File: config.mk
export PLATFORM = sky130hd
export DESIGN_NAME = multicycle_ctrl_hs
export DESIGN_NICKNAME = d
export VERILOG_FILES = /design/src/rtl/cpu_pkg.sv /design/src/rtl/multicycle_ctrl_hs_mem_watchdog.sv /design/src/rtl/multicycle_ctrl_hs.sv
export SDC_FILE = /design/constraint.sdc
export NUM_CORES = 1
export LEC_CHECK = 0
export ABC_AREA = 0
export CORE_UTILIZATION = 38
export CTS_CLUSTER_DIAMETER = 200
export DETAILED_ROUTE_END_ITERATION = 7
export PLACE_DENSITY_LB_ADDON = 0.05
export SYNTH_ARGS = -nofsm -noshare
export SYNTH_HDL_FRONTEND = slang
export SYNTH_HIERARCHICAL = 1
export SYNTH_SLANG_ARGS = --single-unit
File: constraint.sdc
create_clock -name clk -period 4.1 [get_ports clk]
set_clock_uncertainty 0.05 [all_clocks]
set_input_delay 0.615 -clock clk [delete_from_list [all_inputs] [get_ports clk]]
set_output_delay 0.615 -clock clk [all_outputs]
set_load 0.01 [all_outputs]
File: src/rtl/cpu_pkg.sv
// Shared encodings for the multicycle MIPS controller: FSM states, opcode/funct
// fields, ALU operation codes and trap causes.
package cpu_pkg;

  typedef enum logic [3:0] {
    S_FETCH, S_DECODE, S_RTYPE_EX, S_ALU_WB, S_IMM_EX, S_IMM_WB, S_MEM_ADDR, S_MEM_RD,
    S_MEM_WB, S_MEM_WR, S_BRANCH, S_JR_PC, S_JAL_LINK, S_JUMP, S_MD_WAIT, S_TRAP
  } state_t;

  typedef enum logic [1:0] {
    TC_NONE    = 2'b00,
    TC_ILLEGAL = 2'b01,
    TC_TIMEOUT = 2'b10
  } trap_cause_t;

  localparam logic [5:0] OP_RTYPE = 6'h00;
  localparam logic [5:0] OP_J     = 6'h02;
  localparam logic [5:0] OP_JAL   = 6'h03;
  localparam logic [5:0] OP_BEQ   = 6'h04;
  localparam logic [5:0] OP_BNE   = 6'h05;
  localparam logic [5:0] OP_ADDI  = 6'h08;
  localparam logic [5:0] OP_SLTI  = 6'h0A;
  localparam logic [5:0] OP_ANDI  = 6'h0C;
  localparam logic [5:0] OP_ORI   = 6'h0D;
  localparam logic [5:0] OP_XORI  = 6'h0E;
  localparam logic [5:0] OP_LW    = 6'h23;
  localparam logic [5:0] OP_SW    = 6'h2B;

  localparam logic [5:0] F_SLL  = 6'h00;
  localparam logic [5:0] F_SRL  = 6'h02;
  localparam logic [5:0] F_SRA  = 6'h03;
  localparam logic [5:0] F_JR   = 6'h08;
  localparam logic [5:0] F_MULT = 6'h18;
  localparam logic [5:0] F_DIV  = 6'h1A;
  localparam logic [5:0] F_ADD  = 6'h20;
  localparam logic [5:0] F_ADDU = 6'h21;
  localparam logic [5:0] F_SUB  = 6'h22;
  localparam logic [5:0] F_SUBU = 6'h23;
  localparam logic [5:0] F_AND  = 6'h24;
  localparam logic [5:0] F_OR   = 6'h25;
  localparam logic [5:0] F_XOR  = 6'h26;
  localparam logic [5:0] F_NOR  = 6'h27;
  localparam logic [5:0] F_SLT  = 6'h2A;

  localparam logic [3:0] ALU_ADD = 4'h0;
  localparam logic [3:0] ALU_SUB = 4'h1;
  localparam logic [3:0] ALU_AND = 4'h2;
  localparam logic [3:0] ALU_OR  = 4'h3;
  localparam logic [3:0] ALU_XOR = 4'h4;
  localparam logic [3:0] ALU_NOR = 4'h5;
  localparam logic [3:0] ALU_SLT = 4'h6;
  localparam logic [3:0] ALU_SLL = 4'h7;
  localparam logic [3:0] ALU_SRL = 4'h8;
  localparam logic [3:0] ALU_SRA = 4'h9;

  function automatic logic is_shift(logic [5:0] f);
    return (f == F_SLL) || (f == F_SRL) || (f == F_SRA);
  endfunction

  // ALU-class functs only; JR and MULT/DIV are sequenced separately.
  function automatic logic funct_legal(logic [5:0] f);
    case (f)
      F_SLL, F_SRL, F_SRA, F_ADD, F_ADDU, F_SUB, F_SUBU,
      F_AND, F_OR, F_XOR, F_NOR, F_SLT: return 1'b1;
      default:                          return 1'b0;
    endcase
  endfunction

  function automatic logic [3:0] funct_alu(logic [5:0] f);
    case (f)
      F_SUB, F_SUBU: return ALU_SUB;
      F_AND:         return ALU_AND;
      F_OR:          return ALU_OR;
      F_XOR:         return ALU_XOR;
      F_NOR:         return ALU_NOR;
      F_SLT:         return ALU_SLT;
      F_SLL:         return ALU_SLL;
      F_SRL:         return ALU_SRL;
      F_SRA:         return ALU_SRA;
      default:       return ALU_ADD;
    endcase
  endfunction

  function automatic logic [3:0] imm_alu(logic [5:0] op);
    case (op)
      OP_SLTI: return ALU_SLT;
      OP_ANDI: return ALU_AND;
      OP_ORI:  return ALU_OR;
      OP_XORI: return ALU_XOR;
      default: return ALU_ADD;
    endcase
  endfunction

endpackage

File: src/rtl/multicycle_ctrl_hs_mem_watchdog.sv
// Bus-cycle watchdog: counts stalled cycles of the current memory access and
// flags a timeout on the last permitted stall. MEM_TIMEOUT=0 disables it.
module mem_watchdog #(
  parameter int MEM_TIMEOUT = 16
) (
  input  logic clk,
  input  logic rst,
  input  logic clk_en,
  input  logic active,
  input  logic mem_ready,
  output logic timeout
);

  localparam int CNT_W = (MEM_TIMEOUT > 0) ? $clog2(MEM_TIMEOUT + 1) : 1;
  localparam logic [CNT_W-1:0] CNT_MAX  = CNT_W'(MEM_TIMEOUT);
  localparam logic [CNT_W-1:0] CNT_LAST = CNT_W'(MEM_TIMEOUT - 1);

  logic [CNT_W-1:0] wait_cnt_q, wait_cnt_d;

  // Completion clears the count so back-to-back accesses (MEM_WR -> FETCH) each
  // get a full budget; outside memory states the counter idles at zero.
  always_comb begin
    wait_cnt_d = wait_cnt_q;
    if (!active) begin
      wait_cnt_d = '0;
    end else if (clk_en) begin
      if (mem_ready)                  wait_cnt_d = '0;
      else if (wait_cnt_q != CNT_MAX) wait_cnt_d = wait_cnt_q + 1'b1;
    end
  end

  always_ff @(posedge clk) begin
    if (!rst) wait_cnt_q <= '0;
    else      wait_cnt_q <= wait_cnt_d;
  end

  assign timeout = (MEM_TIMEOUT != 0) && active && !mem_ready && (wait_cnt_q == CNT_LAST);

endmodule

File: src/rtl/multicycle_ctrl_hs.sv
// Multicycle MIPS control FSM with handshaked memory, bus watchdog, optional
// MULT/DIV sequencing and a sticky trap for illegal instructions / hung buses.
module multicycle_ctrl_hs
  import cpu_pkg::*;
#(
  parameter int ALU_CTRL_W  = 4,
  parameter int MEM_TIMEOUT = 16,
  parameter bit MD_EN       = 1'b1
) (
  input  logic                  clk,
  input  logic                  rst,
  input  logic                  clk_en,
  input  logic [5:0]            opcode,
  input  logic [5:0]            funct,
  input  logic                  mem_ready,
  input  logic                  md_done,
  output logic                  mem_req,
  output logic                  IorD,
  output logic                  IRWrite,
  output logic                  PCWrite,
  output logic                  RegWrite,
  output logic                  MemWrite,
  output logic                  MemtoReg,
  output logic                  Branch,
  output logic                  BranchType,
  output logic [1:0]            ALUSrcA,
  output logic [2:0]            ALUSrcB,
  output logic [1:0]            PCSrc,
  output logic [1:0]            RegDst,
  output logic [ALU_CTRL_W-1:0] ALUControl,
  output logic                  md_start,
  output logic                  trap,
  output logic [1:0]            trap_cause
);

  state_t      state_q, state_d, nxt;
  trap_cause_t trap_cause_q, trap_cause_d, cause_nxt;
  logic [3:0]  alu;
  logic        mem_active, timeout;

  assign mem_active = (state_q == S_FETCH) || (state_q == S_MEM_RD) || (state_q == S_MEM_WR);

  mem_watchdog #(.MEM_TIMEOUT(MEM_TIMEOUT)) u_wdog (
    .clk       (clk),
    .rst       (rst),
    .clk_en    (clk_en),
    .active    (mem_active),
    .mem_ready (mem_ready),
    .timeout   (timeout)
  );

  always_ff @(posedge clk) begin
    if (!rst) begin
      state_q      <= S_FETCH;
      trap_cause_q <= TC_NONE;
    end else begin
      state_q      <= state_d;
      trap_cause_q <= trap_cause_d;
    end
  end

  always_comb begin
    nxt        = state_q;
    cause_nxt  = trap_cause_q;
    mem_req    = 1'b0;
    IorD       = 1'b0;
    IRWrite    = 1'b0;
    PCWrite    = 1'b0;
    RegWrite   = 1'b0;
    MemWrite   = 1'b0;
    MemtoReg   = 1'b0;
    Branch     = 1'b0;
    BranchType = 1'b0;
    ALUSrcA    = 2'b00;
    ALUSrcB    = 3'b000;
    PCSrc      = 2'b00;
    RegDst     = 2'b00;
    alu        = ALU_ADD;
    md_start   = 1'b0;

    case (state_q)
      S_FETCH: begin
        mem_req = 1'b1;
        ALUSrcB = 3'b001;
        IRWrite = mem_ready;
        PCWrite = mem_ready;
        if (mem_ready)    nxt = S_DECODE;
        else if (timeout) begin nxt = S_TRAP; cause_nxt = TC_TIMEOUT; end
      end
      S_DECODE: begin
        ALUSrcB = 3'b011;
        case (opcode)
          OP_RTYPE:                                nxt = S_RTYPE_EX;
          OP_ADDI, OP_SLTI, OP_ANDI, OP_ORI, OP_XORI: nxt = S_IMM_EX;
          OP_LW, OP_SW:                            nxt = S_MEM_ADDR;
          OP_BEQ, OP_BNE:                          nxt = S_BRANCH;
          OP_JAL:                                  nxt = S_JAL_LINK;
          OP_J:                                    nxt = S_JUMP;
          default: begin nxt = S_TRAP; cause_nxt = TC_ILLEGAL; end
        endcase
      end
      S_RTYPE_EX: begin
        alu = funct_alu(funct);
        if (is_shift(funct)) begin
          ALUSrcA = 2'b10;
          ALUSrcB = 3'b100;
        end else begin
          ALUSrcA = 2'b01;
        end
        if (funct == F_JR) begin
          nxt = S_JR_PC;
        end else if ((funct == F_MULT) || (funct == F_DIV)) begin
          if (MD_EN) begin
            // Qualified by clk_en so a frozen pipeline cannot restart the unit.
            md_start = clk_en;
            nxt      = S_MD_WAIT;
          end else begin
            nxt = S_TRAP; cause_nxt = TC_ILLEGAL;
          end
        end else if (funct_legal(funct)) begin
          nxt = S_ALU_WB;
        end else begin
          nxt = S_TRAP; cause_nxt = TC_ILLEGAL;
        end
      end
      S_ALU_WB: begin
        RegDst   = 2'b01;
        RegWrite = 1'b1;
        nxt      = S_FETCH;
      end
      S_IMM_EX: begin
        ALUSrcA = 2'b01;
        ALUSrcB = 3'b010;
        alu     = imm_alu(opcode);
        nxt     = S_IMM_WB;
      end
      S_IMM_WB: begin
        RegWrite = 1'b1;
        nxt      = S_FETCH;
      end
      S_MEM_ADDR: begin
        ALUSrcA = 2'b01;
        ALUSrcB = 3'b010;
        nxt     = (opcode == OP_SW) ? S_MEM_WR : S_MEM_RD;
      end
      S_MEM_RD: begin
        mem_req = 1'b1;
        IorD    = 1'b1;
        if (mem_ready)    nxt = S_MEM_WB;
        else if (timeout) begin nxt = S_TRAP; cause_nxt = TC_TIMEOUT; end
      end
      S_MEM_WB: begin
        MemtoReg = 1'b1;
        RegWrite = 1'b1;
        nxt      = S_FETCH;
      end
      S_MEM_WR: begin
        mem_req  = 1'b1;
        IorD     = 1'b1;
        MemWrite = mem_ready;
        if (mem_ready)    nxt = S_FETCH;
        else if (timeout) begin nxt = S_TRAP; cause_nxt = TC_TIMEOUT; end
      end
      S_BRANCH: begin
        ALUSrcA    = 2'b01;
        alu        = ALU_SUB;
        PCSrc      = 2'b01;
        Branch     = 1'b1;
        BranchType = (opcode == OP_BEQ);
        nxt        = S_FETCH;
      end
      S_JR_PC: begin
        PCSrc   = 2'b11;
        PCWrite = 1'b1;
        nxt     = S_FETCH;
      end
      S_JAL_LINK: begin
        ALUSrcB  = 3'b001;
        RegDst   = 2'b10;
        RegWrite = 1'b1;
        nxt      = S_JUMP;
      end
      S_JUMP: begin
        PCSrc   = 2'b10;
        PCWrite = 1'b1;
        nxt     = S_FETCH;
      end
      S_MD_WAIT: begin
        if (md_done) nxt = S_ALU_WB;
      end
      S_TRAP: begin
        nxt = S_TRAP;
      end
      default: begin
        nxt = S_TRAP; cause_nxt = TC_ILLEGAL;
      end
    endcase

    state_d      = clk_en ? nxt : state_q;
    trap_cause_d = clk_en ? cause_nxt : trap_cause_q;
  end

  assign ALUControl = ALU_CTRL_W'(alu);
  assign trap       = (state_q == S_TRAP);
  assign trap_cause = trap_cause_q;

endmodule

Word-level counts from Yosys, hierarchy flattened
Index checks and enable logic that the tools add are counted.
Storage, ports and cells
  flip-flop bits (word level): 11
  bits of input ports: 17
  output and inout port bits: 26
  logic and storage cells: 129
Operators by class
  add/subtract/negate cells: 1
  eq/ne operators: 49
  multiplexer cells: 45
  reduce and logical (&&, ||, !) cells: 31
Operators with widths (number)
  6-bit equality test (second input constant): 11
  4-bit one-hot mux with 11 select lines: 1
  6-bit by 4-bit equality test with 1-bit output (second input constant): 6
  4-bit 2-to-1 mux: 9
  4-bit one-hot mux with 9 select lines: 1
  4-bit equality test (second input constant): 8
  6-bit by 2-bit equality test with 1-bit output (second input constant): 4
  3-bit one-hot mux with 4 select lines: 2
  4-bit one-hot mux with 6 select lines: 1
  12-bit OR reduction: 2
  4-bit by 3-bit equality test with 1-bit output (second input constant): 4
  1-bit 2-to-1 mux: 15
  2-bit 2-to-1 mux: 7
  2-bit OR reduction: 7
  6-bit by 3-bit equality test with 1-bit output (second input constant): 2
  6-bit by 5-bit equality test with 1-bit output (second input constant): 2
  6-bit zero test: 2
  2-bit inequality test (second input constant): 6
  2-bit one-hot mux with 3 select lines: 2
  4-bit one-hot mux with 3 select lines: 1
  5-bit 2-to-1 mux: 2
  4-bit by 2-bit equality test with 1-bit output (second input constant): 2
  2-bit one-hot mux with 2 select lines: 2
  8-bit AND reduction: 1
  other kinds (18): 26

Depth between registers and ports, before layout
Gate-level depths: netlist of run 1.
  word-level depth: 10
  depth in mapped cells: 13
  gate-level depth less buffers: 12

By module
Netlist of run 1, hierarchy kept.
By module, submodules not included
  multicycle_ctrl_hs: times used 1, cells an instance 204, area each 1206.2 um^2, seq. area each 120.1 um^2
  mem_watchdog: times used 1, cells an instance 39, area each 320.3 um^2, seq. area each 100.1 um^2

Worst setup path before layout of run 1
OpenSTA, ideal clock, no wires.
  path type: register -> register
  from: register state_q[3]
  to: register trap_cause_q[0], in the netlist trap_cause[0]
  library setup time: 0.130 ns
  arrival: 2.121 ns
  data required time: 3.920 ns
  setup slack: 1.798 ns
  stages on the path, launching flop included: 13
  path buffers: 1
  period minus slack after synthesis: 2.302 ns
  path through: dfxtp_1 -> buf_2 -> nand2b_1 -> nor2_1 -> a21oi_1 -> inv_1 -> nand2_1 -> nor2_1 -> nand4b_1 -> a31oi_4 -> o21ai_2 -> a221oi_2 -> o21ai_0
On the way
  longest elaborated chain between the ends: 7
  elaborated cells on any way between the ends: 19
  classes of those cells: eq/ne: 10; mux: 1; reduce/logical: 8
RTL lines
  start: declaration: RTL line multicycle_ctrl_hs.sv:36  | state_t state_q, state_d, nxt;
  start signal: assignment: RTL line multicycle_ctrl_hs.sv:57  | state_q <= state_d;
  4-bit by 3-bit equality test with 1-bit output or 4-bit zero test (tied branches): RTL line multicycle_ctrl_hs.sv:41  | assign mem_active = (state_q == S_FETCH) || (state_q == S_MEM_RD) || (state_q == S_MEM_WR);
  1-bit logical OR: RTL line multicycle_ctrl_hs.sv:41
  1-bit logical OR *: RTL line multicycle_ctrl_hs.sv:41
  1-bit logical AND * (2 in series): RTL line multicycle_ctrl_hs_mem_watchdog.sv:37  | assign timeout = (MEM_TIMEOUT != 0) && active && !mem_ready && (wait_cnt_q == CNT_LAST);
  net timeout: RTL line multicycle_ctrl_hs.sv:39  | logic mem_active, timeout;
  2-bit by 1-bit inequality test with 1-bit output (no line) *
  8-bit AND reduction (no line) *
  end signal: assignment: RTL line multicycle_ctrl_hs.sv:58  | trap_cause_q <= trap_cause_d;
  end: declaration: RTL line multicycle_ctrl_hs.sv:37  | trap_cause_t trap_cause_q, trap_cause_d, cause_nxt;
The timed path passes the listed nets; every way through them passes the cells marked *.
A chain may end at the register's enable or synchronous reset.

Worst setup path after layout of run 1
  from: input funct[5]
  to: output ALUControl[1]
On the way
  longest elaborated chain between the ends: 4
  elaborated cells on any way between the ends: 13
  classes of those cells: eq/ne: 9; mux: 2; reduce/logical: 2
RTL lines
  start: declaration: RTL line multicycle_ctrl_hs.sv:14  | input logic [5:0] funct,
  6-bit equality test: RTL line cpu_pkg.sv:70  | case (f)
  2-bit OR reduction: RTL line cpu_pkg.sv:70
  4-bit one-hot mux with 9 select lines *: RTL line cpu_pkg.sv:70
  4-bit one-hot mux with 3 select lines *: RTL line multicycle_ctrl_hs.sv:81  | case (state_q)
  end: declaration: RTL line multicycle_ctrl_hs.sv:30  | output logic [ALU_CTRL_W-1:0] ALUControl,
Mark *: on every way between the ends. The rest lies on a longest branch, timed or not.

==> load_flow_metrics.sql, run 1 <==
INSERT INTO impl_metrics (metric_group, metric, value, unit) VALUES
('yosys', 'area_fraction_of_the_dominant_cell_type_after_synthesis', '14.4', '%'),
('critical_path', 'cp-endpoint', 'ALUControl[1]', ''),
('yosys', 'dominantRegCellSynth', 'dfxtp_1', ''),
('power_and_ir_drop', 'ir_worst_vdd', '0.118', 'mV'),
('sta', 'final_min_period_over_clock_period', '79.9', '%'),
('clock_network', 'cts-resized-gates', '0', ''),
('sta', 'max_slew.worst_pin.slew', '713', 'ps'),
('clock_network', 'post_cts_hold_buffer_count', '0', ''),
('placed_design', 'place_congestion', '0.815', ''),
('critical_path', 'reg2reg_depth', '12', ''),
('yosys', 'post_synth.cell_area_avg', '6.28', 'sq um'),
('layout', 'final_util', '52.7', '%'),
('placed_design', 'io_buffers', '42', ''),
('job', 'maxCapViolCount', '0', ''),
('yosys', 'synthTopCellsByArea', 'dfxtp_1, nor2_1, nand2_1', ''),
('route', 'first_iter_violations', '233', ''),
('worst_hold_path', 'holdCritPathClass', 'flip-flop to flip-flop', ''),
('layout', 'antenna_cells', '0', ''),
('yosys', 'synth-edff-count', '0', ''),
('clock_network', 'numCtsBuffers', '3', ''),
('floorplanning', 'io-pin-count', '43', ''),
('critical_path', 'cp.required', '3430', 'ps'),
('global_route', 'wire_length_of_the_first_global_routing_pass', '7730', 'microns'),
('floorplanning', 'initial_utilization', '40.8', '%'),
('yosys', 'synth-async-reset-ratio', '0', '%'),
('clock_network', 'clockBufferDepth', '2', ''),
('power_and_ir_drop', 'power.static_leakage', '0.681', 'nW'),
('clock_network', 'clk_lat_worst_skew', '240', 'ps'),
('floorplanning', 'die_height', '65.4', 'microns'),
('sta', 'clock.fmax', '305', 'MHz'),
('global_route', 'gr-usage-all-layers', '22.7', '%'),
('critical_path', 'critPathArrivalTime', '2610', 'ps'),
('route', 'detail-route-antenna-nets', '0', ''),
('yosys', 'synthDominantAreaCellType', 'dfxtp_1', ''),
('critical_path', 'crit_path_cell_trace', 'clkdlybuf4s50_1 -> and2_1 -> nand2_1 -> a211oi_1 -> a31oi_1 -> o2bb2ai_1 -> clkdlybuf4s50_1', ''),
('critical_path', 'critPathMaxStageDelay', '640', 'ps'),
('yosys', 'synthesized_netlist_cell_count', '243', ''),
('clock_network', 'clk_transition_reported_paths', '50', 'ps'),
('critical_path', 'cpMostUsedCell', 'clkdlybuf4s50_1', ''),
('global_route', 'largest_net_degree_at_the_start_of_global_routing', '23', ''),
('yosys', 'ys_ff_latch', '11', ''),
('floorplanning', 'rows', '22', ''),
('sta', 'unrepaired_setup_endpoints_after_global_routing', 'no', ''),
('route', 'detail_route.vias_per_cell', '5.81', ''),
('clock_network', 'cts_tree', 'yes', ''),
('critical_path', 'crit_path_launch', 'funct[5]', ''),
('sta', 'hold_viol', '0', ''),
('floorplanning', 'core_area', '3740', 'sq um'),
('yosys', 'synth-seq-area-share', '14.4', '%'),
('critical_path', 'timing.critical_path.fanout_max', '10', ''),
('route', 'number_of_detailed_route_iterations_in_the_first_pass', '4', ''),
('sta', 'final-setup-viol-count', '0', ''),
('power_and_ir_drop', 'powerDensity', '282', 'nW/um^2'),
('floorplanning', 'floorplan.die_area', '4270', 'sq um'),
('status', 'run_status', 'finished, final reports clean', ''),
('clock_network', 'htreeDepth', '1', ''),
('route', 'wl_per_cell', '14.2', 'microns'),
('sta', 'post-route-min-period', '3280', 'ps'),
('layout', 'flow.area_growth_from_synthesis', '29.3', '%'),
('critical_path', 'ff_to_ff_start', 'state_q[2]', ''),
('floorplanning', 'die_w', '65.4', 'microns'),
('sta', 'number_of_pins_with_negative_max_slew_slack_in_the_final_report', '0', ''),
('yosys', 'synth.cell_area', '1530', 'sq um'),
('route', 'drc_errors', '0', ''),
('yosys', 'synth_nets', '263', ''),
('critical_path', 'end_kind', 'output port', ''),
('yosys', 'ys.warnings.count', '6', ''),
('clock_network', 'cts.sinks', '11', ''),
('critical_path', 'worst-setup-path-type', 'input port to output port', ''),
('global_route', 'grt_antenna_before_repair', '0', ''),
('critical_path', 'regToRegSetupSlack', '1120', 'ps');
-- placed cells by master (no fill, tap or decap), types with 3 or more instances in the layout --
cell	instances
o21a_1	4
clkbuf_8	3
nor2_1	36
nor4_1	3
a21oi_1	19
and3_1	3
dfxtp_1	11
a31oi_1	8
clkdlybuf4s50_1	42
ha_1	3
nand2b_1	8
nand3_1	14
nand2_1	26
or3_1	3
o221ai_1	3
nor3_1	7
o21ai_0	14
inv_1	13
o31ai_1	3
nor2b_1	8
-- cell families (layout without fill, tap and decap cells) --
kind of cell / count (synthesis) / in the layout / synth area share [%]
multiplexers: 1 / 1 / 0.738
adder cells (fa/ha/maj): 3 / 3 / 2.46
AND/OR/NAND/NOR: 124 / 124 / 40.9
flip-flops: 11 / 11 / 14.4
buffers and inverters: 32 / 62 / 9.51
AO/OA/AOI/OAI: 71 / 71 / 31.4
XOR/XNOR: 1 / 1 / 0.574
-- report_power, final --
group | switching, mW | internal (mW) | leakage [nW]
logic | 0.159 | 0.136 | 0.568
registers | 0.0357 | 0.118 | 0.0896
clock network | 0.0392 | 0.0681 | 0.0228
-- Yosys cell counts (2+ instances only) --
cell and n:
a211oi_1 2, a21oi_1 19, a31o_2 2, a31oi_1 8, a41oi_1 2, and3_1 3
buf_2 8, buf_6 2, clkbuf_1 7, dfxtp_1 11, ha_1 3, inv_1 13
nand2_1 26, nand2b_1 8, nand3_1 14, nand3b_1 2, nor2_1 36, nor2b_1 8
nor3_1 7, nor4_1 3, o2111ai_1 2, o21a_1 4, o21ai_0 14, o221ai_1 3
o22ai_1 2, o31ai_1 3, or2_2 2, or3_1 3
-- layer usage --
| layer | routed length, microns | GRT usage [%] | part of all wire (%) |
|---|---|---|---|
| met5 | 0 | 0 | 0 |
| met4 | 20 | 3.80 | 0.44 |
| met3 | 238 | 4.17 | 5.2 |
| met2 | 2120 | 36.3 | 47 |
| met1 | 2170 | 31.8 | 48 |
-- worst max-delay path: cells and delay by family --
kind                   cells  cell delay, ps
and+or+nand+nor            2             310
buffers and inverters      2            1190
AOI/OAI and AO/OA          3             490
-- worst min-delay path by stage --
| stage | slack, ps | endpoint | depth (start not counted) | start |
|---|---|---|---|---|
| 6_report | 410 | trap_cause[1] | 2 | trap_cause[1] |
| 5_1_grt | 440 | trap_cause[0] | 2 | trap_cause[0] |
| 4_1_cts | 420 | trap_cause[1] | 2 | trap_cause[1] |
| 3_5_place_dp | 410 | trap_cause[1] | 2 | trap_cause[1] |
| 3_3_place_gp | 400 | trap_cause[1] | 2 | trap_cause[1] |
| 2_1_floorplan | 420 | u_wdog/wait_cnt_q[3] | 2 | u_wdog/wait_cnt_q[3] |
-- stage by stage --
| step | worst slack [ps] | hold slack, ps | instance area [sq um] | std cells |
|---|---|---|---|---|
| 6_report | 823 | 412 | 1970 | 321 |
| 5_1_grt | 702 | 442 | 1970 | 321 |
| 4_1_cts | 829 | 417 | 1970 | 321 |
| 3_5_place_dp | 849 | 408 | 1930 | 317 |
| 3_3_place_gp | 850 | 405 | 1930 | 317 |
| 2_1_floorplan | 1800 | 416 | 1530 | 243 |
-- sequential cells by signal, summed over array words and instances, names as in the netlist --
signal             cells
state_q                4
u_wdog/wait_cnt_q      5
trap_cause             2
-- area by class of cell --
class | instances | area, sq um
multi-input cells | 200 | 1160
inverters | 14 | 52.6
fillers | 418 | 1770
clock buffers | 4 | 45.0
flip-flops and latches | 11 | 220
repair buffers | 44 | 435
well taps | 48 | 60.1
Note: power is estimated with default switching activity, not from simulation.
==> run 2, diff against run 1 <==
clock period = 2.8 ns   (was 4.1 ns; I/O delays follow)
==> load_flow_metrics.sql, run 2 (synthesis results as in run 1) <==
INSERT INTO impl_metrics (metric_group, metric, value, unit) VALUES
('status', 'run_status', 'finished, final reports clean', ''),
('route', 'drc_errors', '0', ''),
('clock_network', 'htreeDepth', '1', ''),
('placed_design', 'postPlaceCellArea', '2090', 'sq um'),
('sta', 'relSlewSlack', '72.0', '%'),
('clock_network', 'numCtsBuffers', '3', ''),
('layout', 'largest_register_ffs', '5', ''),
('global_route', 'wire_length_of_the_first_global_routing_pass', '8180', 'microns'),
('route', 'detail-route-antenna-nets', '0', ''),
('global_route', 'gr-usage-all-layers', '23.6', '%'),
('floorplanning', 'core_area', '3740', 'sq um'),
('floorplanning', 'initial_utilization', '40.8', '%'),
('global_route', 'grt-ovfl-total', '0', ''),
('floorplanning', 'rows', '22', ''),
('critical_path', 'critical-path-slowest-cell', 'clkdlybuf4s50_1', ''),
('layout', 'final_cell_mix', 'clkdlybuf4s50_1, nor2_1, nand2_1', ''),
('global_route', 'largest_net_degree_at_the_start_of_global_routing', '16', ''),
('placed_design', 'io_buffers', '42', ''),
('power_and_ir_drop', 'clock_power_share', '18.0', '%'),
('clock_network', 'cts-resized-gates', '0', ''),
('critical_path', 'worst-setup-path-type', 'flip-flop to output port', ''),
('critical_path', 'cp.required', '2330', 'ps'),
('layout', 'top_register', 'u_wdog/wait_cnt_q', ''),
('placed_design', 'place_congestion', '0.900', ''),
('route', 'wl_per_cell', '13.5', 'microns'),
('clock_network', 'post_cts_buffers', '0', ''),
('critical_path', 'critPathTopFamily', 'buffers and inverters', ''),
('sta', 'final_min_period_over_clock_period', '96.7', '%'),
('layout', 'flow.area_growth_from_synthesis', '42.5', '%'),
('floorplanning', 'die_height', '65.4', 'microns'),
('layout', 'antenna_cells', '0', ''),
('sta', 'max_slew.worst_pin.slew', '414', 'ps'),
('critical_path', 'critPathArrivalTime', '2240', 'ps'),
('layout', 'cell_area_after_layout', '2170', 'sq um'),
('worst_hold_path', 'holdCritPathClass', 'flip-flop to flip-flop', ''),
('critical_path', 'timing.critical_path.fanout_max', '8', ''),
('route', 'first_iter_violations', '280', ''),
('clock_network', 'clk_transition_reported_paths', '60', 'ps'),
('sta', 'number_of_pins_with_negative_max_slew_slack_in_the_final_report', '0', ''),
('sta', 'clock.fmax', '369', 'MHz'),
('layout', 'instances_no_fill', '343', ''),
('layout', 'leading_cell_type_in_the_layout_fill_and_taps_excluded', 'clkdlybuf4s50_1', ''),
('layout', 'layout_cells_sized_above_1', '15.6', '%'),
('power_and_ir_drop', 'power.static_leakage', '0.833', 'nW'),
('clock_network', 'cts_root_buf', 'clkbuf_8', ''),
('power_and_ir_drop', 'intPower', '525', 'uW'),
('route', 'total_number_of_vias', '1917', ''),
('power_and_ir_drop', 'switching_share', '41.6', '%'),
('clock_network', 'post_cts_hold_buffer_count', '0', ''),
('clock_network', 'cts_tree', 'yes', ''),
('clock_network', 'clk_lat_worst_skew', '240', 'ps'),
('floorplanning', 'io-pin-count', '43', ''),
('clock_network', 'clockBufferDepth', '2', ''),
('layout', 'fin_nets', '316', ''),
('sta', 'final-setup-viol-count', '0', ''),
('clock_network', 'cts.sinks', '11', ''),
('critical_path', 'cp-start-kind', 'flip-flop', ''),
('floorplanning', 'die_w', '65.4', 'microns'),
('global_route', 'grt_pass1_vias', '1764', ''),
('placed_design', 'hpwl', '3650', 'microns'),
('critical_path', 'critPathMaxStageDelay', '570', 'ps'),
('critical_path', 'crit_path_cell_trace', 'buf_4 -> or2_1 -> or3_4 -> o31ai_1 -> clkdlybuf4s50_1', ''),
('sta', 'hold_viol', '0', ''),
('power_and_ir_drop', 'powerDensity', '414', 'nW/um^2'),
('placed_design', 'dp.cells', '339', ''),
('critical_path', 'end_kind', 'output port', ''),
('route', 'totalWireLength', '4630', 'microns'),
('floorplanning', 'floorplan.die_area', '4270', 'sq um'),
('sta', 'post-route-min-period', '2710', 'ps'),
('route', 'number_of_detailed_route_iterations_in_the_first_pass', '4', ''),
('job', 'maxCapViolCount', '0', ''),
('global_route', 'grt_antenna_before_repair', '0', ''),
('power_and_ir_drop', 'power.share.sequential', '22.0', '%'),
('power_and_ir_drop', 'power_frac_comb', '60.0', '%'),
('power_and_ir_drop', 'switchingPower', '375', 'uW'),
('power_and_ir_drop', 'ir_worst_vdd', '0.237', 'mV'),
('route', 'detail_route.vias_per_cell', '5.59', ''),
('critical_path', 'worst_path_bufs_invs', '2', '');
run 2: cell count changes in the layout (fill, tap and decap cells not counted), sizes merged:
cell	delta
clkbuf	-1
buf	+22
clkdlybuf4s50	-2
dlymetal6s2s	+2
clkinv	+1
run 2: routing by layer:
metal	part of all wire, %	global-route usage, %
met3	6.3	3.82
met1	49	34.7
met5	0	0
met4	1.2	4.08
met2	44	36.2
run 2: final cells by class:
class                      count  area [sq um]
timing repair buffer          66           606
multi-input combinational    200          1190
sequential                    11           220
fill                         386          1570
tap                           48          60.1
clock inverter                 1          5.00
inverter                      14          52.6
clock buffer                   3          41.3
run 2: worst reg2reg max path, stage by stage (launching register included):
cell      delay, ps
dfxtp_1         380
nand2b_1        300
nor2_1          180
a21oi_1         100
inv_1           100
nand2_1          60
nor2_2          200
nand4b_1        180
a31oi_4         220
o21ai_2         100
a221oi_4        330
nand3_1         110
o21ai_0          90
run 2: final timing paths:
kind	startpoint	endpoint	slack (ps)	depth (start not counted)
max	state_q[0]	ALUControl[0]	90	5
min	trap_cause[1]	trap_cause[1]	410	2
max reg2reg	state_q[3]	trap_cause[0]	340	12
min reg2reg	trap_cause[1]	trap_cause[1]	410	2
run 2: through the flow:
step	worst slack, ps	power, mW	hold WS, ps	TNS [ps]	util [%]
final	92.4	0.900	413	0	58.1
after global routing	-5.64	0.973	433	-7.32	58.1
after CTS	51.1	0.892	416	0	57.2
after detailed placement	89.5	0.725	405	0	55.9
after global placement	97.2	0.729	407	0	55.9
after floorplan	498	0.503	416	0	-
run 2: power groups by stage:
stage | clock [mW] | combinational (mW) | sequential (mW)
after CTS | 0.167 | 0.528 | 0.197
final | 0.162 | 0.540 | 0.198
after global placement | 0 | 0.528 | 0.201
after detailed placement | 0 | 0.524 | 0.200
after global routing | 0.174 | 0.598 | 0.202
after floorplan | 0 | 0.318 | 0.185
==> run 3, diff against run 2 <==
SETUP_SLACK_MARGIN = 0.1   (was not set)
==> load_flow_metrics.sql, run 3 (synthesis results as in run 1) <==
INSERT INTO impl_metrics (metric_group, metric, value, unit) VALUES
('route', 'detail_route.vias_per_cell', '5.59', ''),
('clock_network', 'htreeDepth', '1', ''),
('layout', 'flow.area_growth_from_synthesis', '42.6', '%'),
('clock_network', 'cts_root_buf', 'clkbuf_8', ''),
('sta', 'post-route-min-period', '2630', 'ps'),
('sta', 'finalSetupTns', '0', 'ps'),
('clock_network', 'numCtsBuffers', '3', ''),
('critical_path', 'cp-start-kind', 'flip-flop', ''),
('power_and_ir_drop', 'switchingPower', '374', 'uW'),
('sta', 'clock.fmax', '380', 'MHz'),
('clock_network', 'cts.sinks', '11', ''),
('global_route', 'wire_length_of_the_first_global_routing_pass', '8250', 'microns'),
('critical_path', 'cp.required', '2330', 'ps'),
('power_and_ir_drop', 'power.static_leakage', '0.851', 'nW'),
('global_route', 'largest_net_degree_at_the_start_of_global_routing', '16', ''),
('route', 'number_of_detailed_route_iterations_in_the_first_pass', '4', ''),
('global_route', 'grt-ovfl-total', '0', ''),
('critical_path', 'ff_to_ff_start', 'state_q[3]', ''),
('clock_network', 'clockBufferDepth', '2', ''),
('sta', 'final-setup-viol-count', '0', ''),
('floorplanning', 'initial_utilization', '40.8', '%'),
('critical_path', 'end_kind', 'output port', ''),
('floorplanning', 'floorplan.die_area', '4270', 'sq um'),
('layout', 'final_util', '58.2', '%'),
('placed_design', 'io_buffers', '42', ''),
('placed_design', 'hpwl', '3650', 'microns'),
('global_route', 'gr-usage-all-layers', '23.8', '%'),
('route', 'wl_per_cell', '13.6', 'microns'),
('critical_path', 'timing.critical_path.fanout_max', '8', ''),
('sta', 'hold_slack', '413', 'ps'),
('layout', 'final_cell_mix', 'clkdlybuf4s50_1, nor2_1, nand2_1', ''),
('floorplanning', 'core_area', '3740', 'sq um'),
('power_and_ir_drop', 'powerDensity', '413', 'nW/um^2'),
('route', 'first_iter_violations', '303', ''),
('clock_network', 'clk_lat_worst_skew', '240', 'ps'),
('layout', 'leading_cell_type_in_the_layout_fill_and_taps_excluded', 'clkdlybuf4s50_1', ''),
('clock_network', 'clk_transition_reported_paths', '60', 'ps'),
('sta', 'max_slew.worst_pin.slew', '414', 'ps'),
('sta', 'number_of_pins_with_negative_max_slew_slack_in_the_final_report', '0', ''),
('global_route', 'grt_pass1_vias', '1790', ''),
('floorplanning', 'rows', '22', ''),
('power_and_ir_drop', 'intPower', '524', 'uW'),
('floorplanning', 'die_height', '65.4', 'microns'),
('route', 'detail-route-antenna-nets', '0', ''),
('critical_path', 'regToRegSetupSlack', '330', 'ps'),
('layout', 'largest_register_ffs', '5', ''),
('layout', 'fillerInstances', '381', ''),
('critical_path', 'worst-setup-path-type', 'flip-flop to output port', ''),
('route', 'total_number_of_vias', '1917', ''),
('worst_hold_path', 'whs_path_cells', '2', ''),
('route', 'totalWireLength', '4660', 'microns'),
('sta', 'relSlewSlack', '72.0', '%'),
('worst_hold_path', 'hold_path_startpoint', 'trap_cause[1]', ''),
('power_and_ir_drop', 'switching_share', '41.6', '%'),
('clock_network', 'cts_tree', 'yes', ''),
('worst_hold_path', 'worstHoldEndpoint', 'trap_cause[1]', ''),
('sta', 'hold_viol', '0', ''),
('layout', 'top_register', 'u_wdog/wait_cnt_q', ''),
('power_and_ir_drop', 'power_frac_comb', '60.0', '%'),
('layout', 'fin_nets', '316', ''),
('placed_design', 'place_congestion', '0.900', ''),
('job', 'maxCapViolCount', '0', ''),
('power_and_ir_drop', 'ir_worst_vdd', '0.236', 'mV'),
('route', 'drc_errors', '0', ''),
('power_and_ir_drop', 'power.share.sequential', '22.1', '%'),
('power_and_ir_drop', 'clock_power_share', '18.0', '%'),
('layout', 'multiInputGateArea', '1190', 'sq um'),
('layout', 'antenna_cells', '0', ''),
('sta', 'unrepaired_setup_endpoints_after_global_routing', 'yes', ''),
('critical_path', 'critPathArrivalTime', '2160', 'ps'),
('critical_path', 'reg2reg_depth', '12', ''),
('worst_hold_path', 'holdCritPathClass', 'flip-flop to flip-flop', ''),
('critical_path', 'worstReg2RegEnd', 'trap_cause[0]', ''),
('status', 'run_status', 'finished, final reports clean', ''),
('floorplanning', 'io-pin-count', '43', ''),
('clock_network', 'post_cts_hold_buffer_count', '0', ''),
('layout', 'seq_area', '220', 'sq um'),
('global_route', 'grt_antenna_before_repair', '0', ''),
('layout', 'layout_cells_sized_above_1', '15.9', '%'),
('floorplanning', 'die_w', '65.4', 'microns'),
('sta', 'final_min_period_over_clock_period', '93.9', '%');
-- run 3: cell count changes in the layout (fill, tap and decap cells not counted) --
cell             delta
clkdlybuf4s50_1     -4
dlygate4sd2_1       +2
dlymetal6s2s_1      +2
and2_1              -1
and2_4              +1
nor2_1              -1
nor2_2              +1
o21ai_0             -1
o21ai_1             +1
or3_1               +1
or3_4               -1
-- run 3: timing repair --
action / CTS / global route
buffers inserted: 0 / 0
gates resized for setup: 4 / 10
setup endpoints to repair: 5 / 7
cloned: 0 / 0
-- run 3: metrics by stage --
step	instances	power [mW]	worst slack (ps)	area, sq um
after floorplan	243	0.503	498	1530
after global placement	339	0.729	97.2	2090
after detailed placement	339	0.725	89.5	2090
after CTS	343	0.893	111	2150
after global routing	343	0.973	42.3	2180
final	343	0.898	171	2180
-- run 3: worst max-delay path: stages (launching register included) --
cell and delay [ps]:
dfxtp_1 380, buf_4 200, or2_1 220, or3_1 400
o2bb2ai_1 170, clkdlybuf4s50_1 550
-- run 3: area by class of cell --
| cell class | count | share of cell area, % |
|---|---|---|
| flip-flops and latches | 11 | 10.1 |
| clock inverters | 1 | 0.230 |
| well taps | 48 | 2.76 |
| inverters | 14 | 2.41 |
| clock buffers | 3 | 1.90 |
| multi-input cells | 200 | 54.7 |
| repair buffers | 66 | 27.9 |
-- run 3: power groups by stage --
stage                     combinational (mW)  clock (mW)  sequential (mW)
after floorplan                        0.318           0            0.185
after global placement                 0.528           0            0.201
after detailed placement               0.524           0            0.200
after CTS                              0.529       0.167            0.197
after global routing                   0.597       0.174            0.202
final                                  0.539       0.161            0.198
-- run 3: worst max-delay path by stage --
stage	start	to	slack (ps)	depth (start not counted)
finish	state_q[0]	ALUControl[1]	170	5
global route	state_q[0]	ALUControl[1]	40	5
CTS	state_q[0]	BranchType	110	7
detailed placement	funct[1]	ALUControl[2]	90	7
global placement	funct[1]	ALUControl[2]	100	7
floorplan	state_q[3]	trap_cause[0]	500	12
-- run 3: routing by layer --
layer	share of wire, %	track usage (%)	vias to the layer above	wire (microns)
met2	44	37.0	70	2040
met1	49	34.6	856	2280
met4	0.79	4.08	0	37
met5	0	0	-	0
met3	6.5	3.82	6	301
li1	-	-	985	-
==> RTL edit, RTL diff (config.mk and constraints of run 3) <==
`MD_EN`: 1'b1 -> 1'b0.
--- a/src/rtl/multicycle_ctrl_hs.sv
+++ b/src/rtl/multicycle_ctrl_hs.sv
@@ -5,7 +5,7 @@
 #(
   parameter int ALU_CTRL_W  = 4,
   parameter int MEM_TIMEOUT = 16,
-  parameter bit MD_EN       = 1'b1
+  parameter bit MD_EN       = 1'b0
 ) (
   input  logic                  clk,
   input  logic                  rst,
Check against the original RTL: not equivalent (Yosys sat finds a counterexample within 4 cycles, from zero or initial values and one cycle with rst low).
==> RTL edit against run 3 <==
Global-route usage is 0.78 points lower. Sequential cell count unchanged. Count of clock-buffer cells in the layout increased by 1. Highest routed layer unchanged. Core utilization decreased by 0.38 points. Setup slack lost 0.031 ns. Largest power group unchanged. Final area fell by 1.4%. Sequential power increased by 3%. Total power fell by 2.5%. Critical path depth up 2. Sequential share of layout area up 0.26 points. Routed wire length shrank 5.8%. Synthesized area decreased by 2.4%.
==> RTL edit: results (changes against run 3) <==
| Metric | Value |
|---|---|
| Met2 wire length | 1856 um (-9.0%) |
| Leakage power | 0.7946 nW (-6.6%) |
| Status | finished, final reports clean |
| Crit path DAT | 2.19 ns (+0.03 ns) |
| Internal reg-to-reg setup slack | 0.38 ns (+0.05 ns) |
| Crit Path Max Fanout | 7 (-1) |
| Routing usage on met1 | 31.18% (-3.4 points) |
| Synth cell types | 55 (+1.9%) |
| Worst R2R End | state_q[3] |
| WHS Endpoint | trap_cause[0] |
| Layout cells sized above 1 | 15.57% (-0.36 points) |
| Grt met2 use | 36.45% (-0.54 points) |
| Crit path launch | funct[5] |
| Slew @ Worst Pin | 0.5405 ns (+0.1265 ns) |
| WL met3 | 190 um (-37%) |
| FF-to-FF Start | state_q[0] |
| IO buf count | 41 (-2.4%) |
| Crit path to | ALUControl[2] |
| CP max stage delay | 0.53 ns (-0.02 ns) |
| Nets | 310 (-1.9%) |
| Syn nets | 252 (-4.2%) |
| Seq/Total Area, Yosys | 14.78% (+0.35 points) |
| First-pass GRT wire length | 7686 um (-6.8%) |
| M1 wire length | 2245 um (-1.6%) |
| Met3 Track Usage GR | 3.521% (-0.30 points) |
| Vias/cell | 5.496 (-1.7%) |
| Number of global-route vias before repair | 1688 (-5.7%) |
| DR WL/cell | 13.02 um (-4.2%) |
| Min-Delay Startpoint | trap_cause[0] |
| Top cells by area, synth | dfxtp_1, nor2_1, a21oi_1, o21ai_0, nand2_1 |
[RTL edit: area by class of cell]
type / instances / share of cell area, %
Timing Repair Buffer: 69 / 28.90
Tap cell: 48 / 2.797
Inverter: 17 / 2.972
Multi-Input combinational cell: 188 / 52.86
Clock buffer: 4 / 2.098
Sequential cell: 11 / 10.37
[RTL edit: power breakdown]
group	internal, mW	leakage [nW]	total, mW	switching, mW
registers	0.173	0.0902	0.204	0.0316
clock network	0.100	0.0228	0.162	0.0621
logic	0.244	0.682	0.510	0.265
total	0.517	0.795	0.876	0.359
[RTL edit: through the flow]
stage | worst slack (ns) | cells | instance area, um2 | total power [mW] | hold slack (ns)
floorplan | 0.2996 | 232 | 1490 | 0.4897 | 0.4159
global placement | 0.07347 | 333 | 2091 | 0.7129 | 0.4086
detailed placement | 0.04113 | 333 | 2091 | 0.7104 | 0.4014
CTS | 0.1219 | 337 | 2135 | 0.8807 | 0.4166
global route | 0.02609 | 337 | 2147 | 0.9447 | 0.4429
finish | 0.1402 | 337 | 2147 | 0.8762 | 0.4123
[RTL edit: timing repair]
action	in CTS	in global routing
resized for setup	3	6
setup endpoints to repair	3	9
endpoints found under the hold margin	0	0
hold buffers	0	0
[RTL edit: logic make-up after synthesis]
family | share of synthesized area, %
adders and majority gates | 3.191
xor gates and xnor gates | 1.176
other | 0.2516
buffers and inverters | 9.656
DFF | 14.78
AOI/OAI and AO/OA | 31.15
and+or+nand+nor | 39.13
muxes | 0.6717
[RTL edit: worst reg2reg max path: stages, from the launching register on]
cell and delay, ns:
dfxtp_1 0.39, or2_2 0.36, a21boi_1 0.19, nor2_1 0.10
inv_1 0.10, nand2_1 0.05, nor2_1 0.11, nor2b_2 0.22
o21ai_1 0.07, or2_1 0.24, or3_1 0.37, o211ai_1 0.09
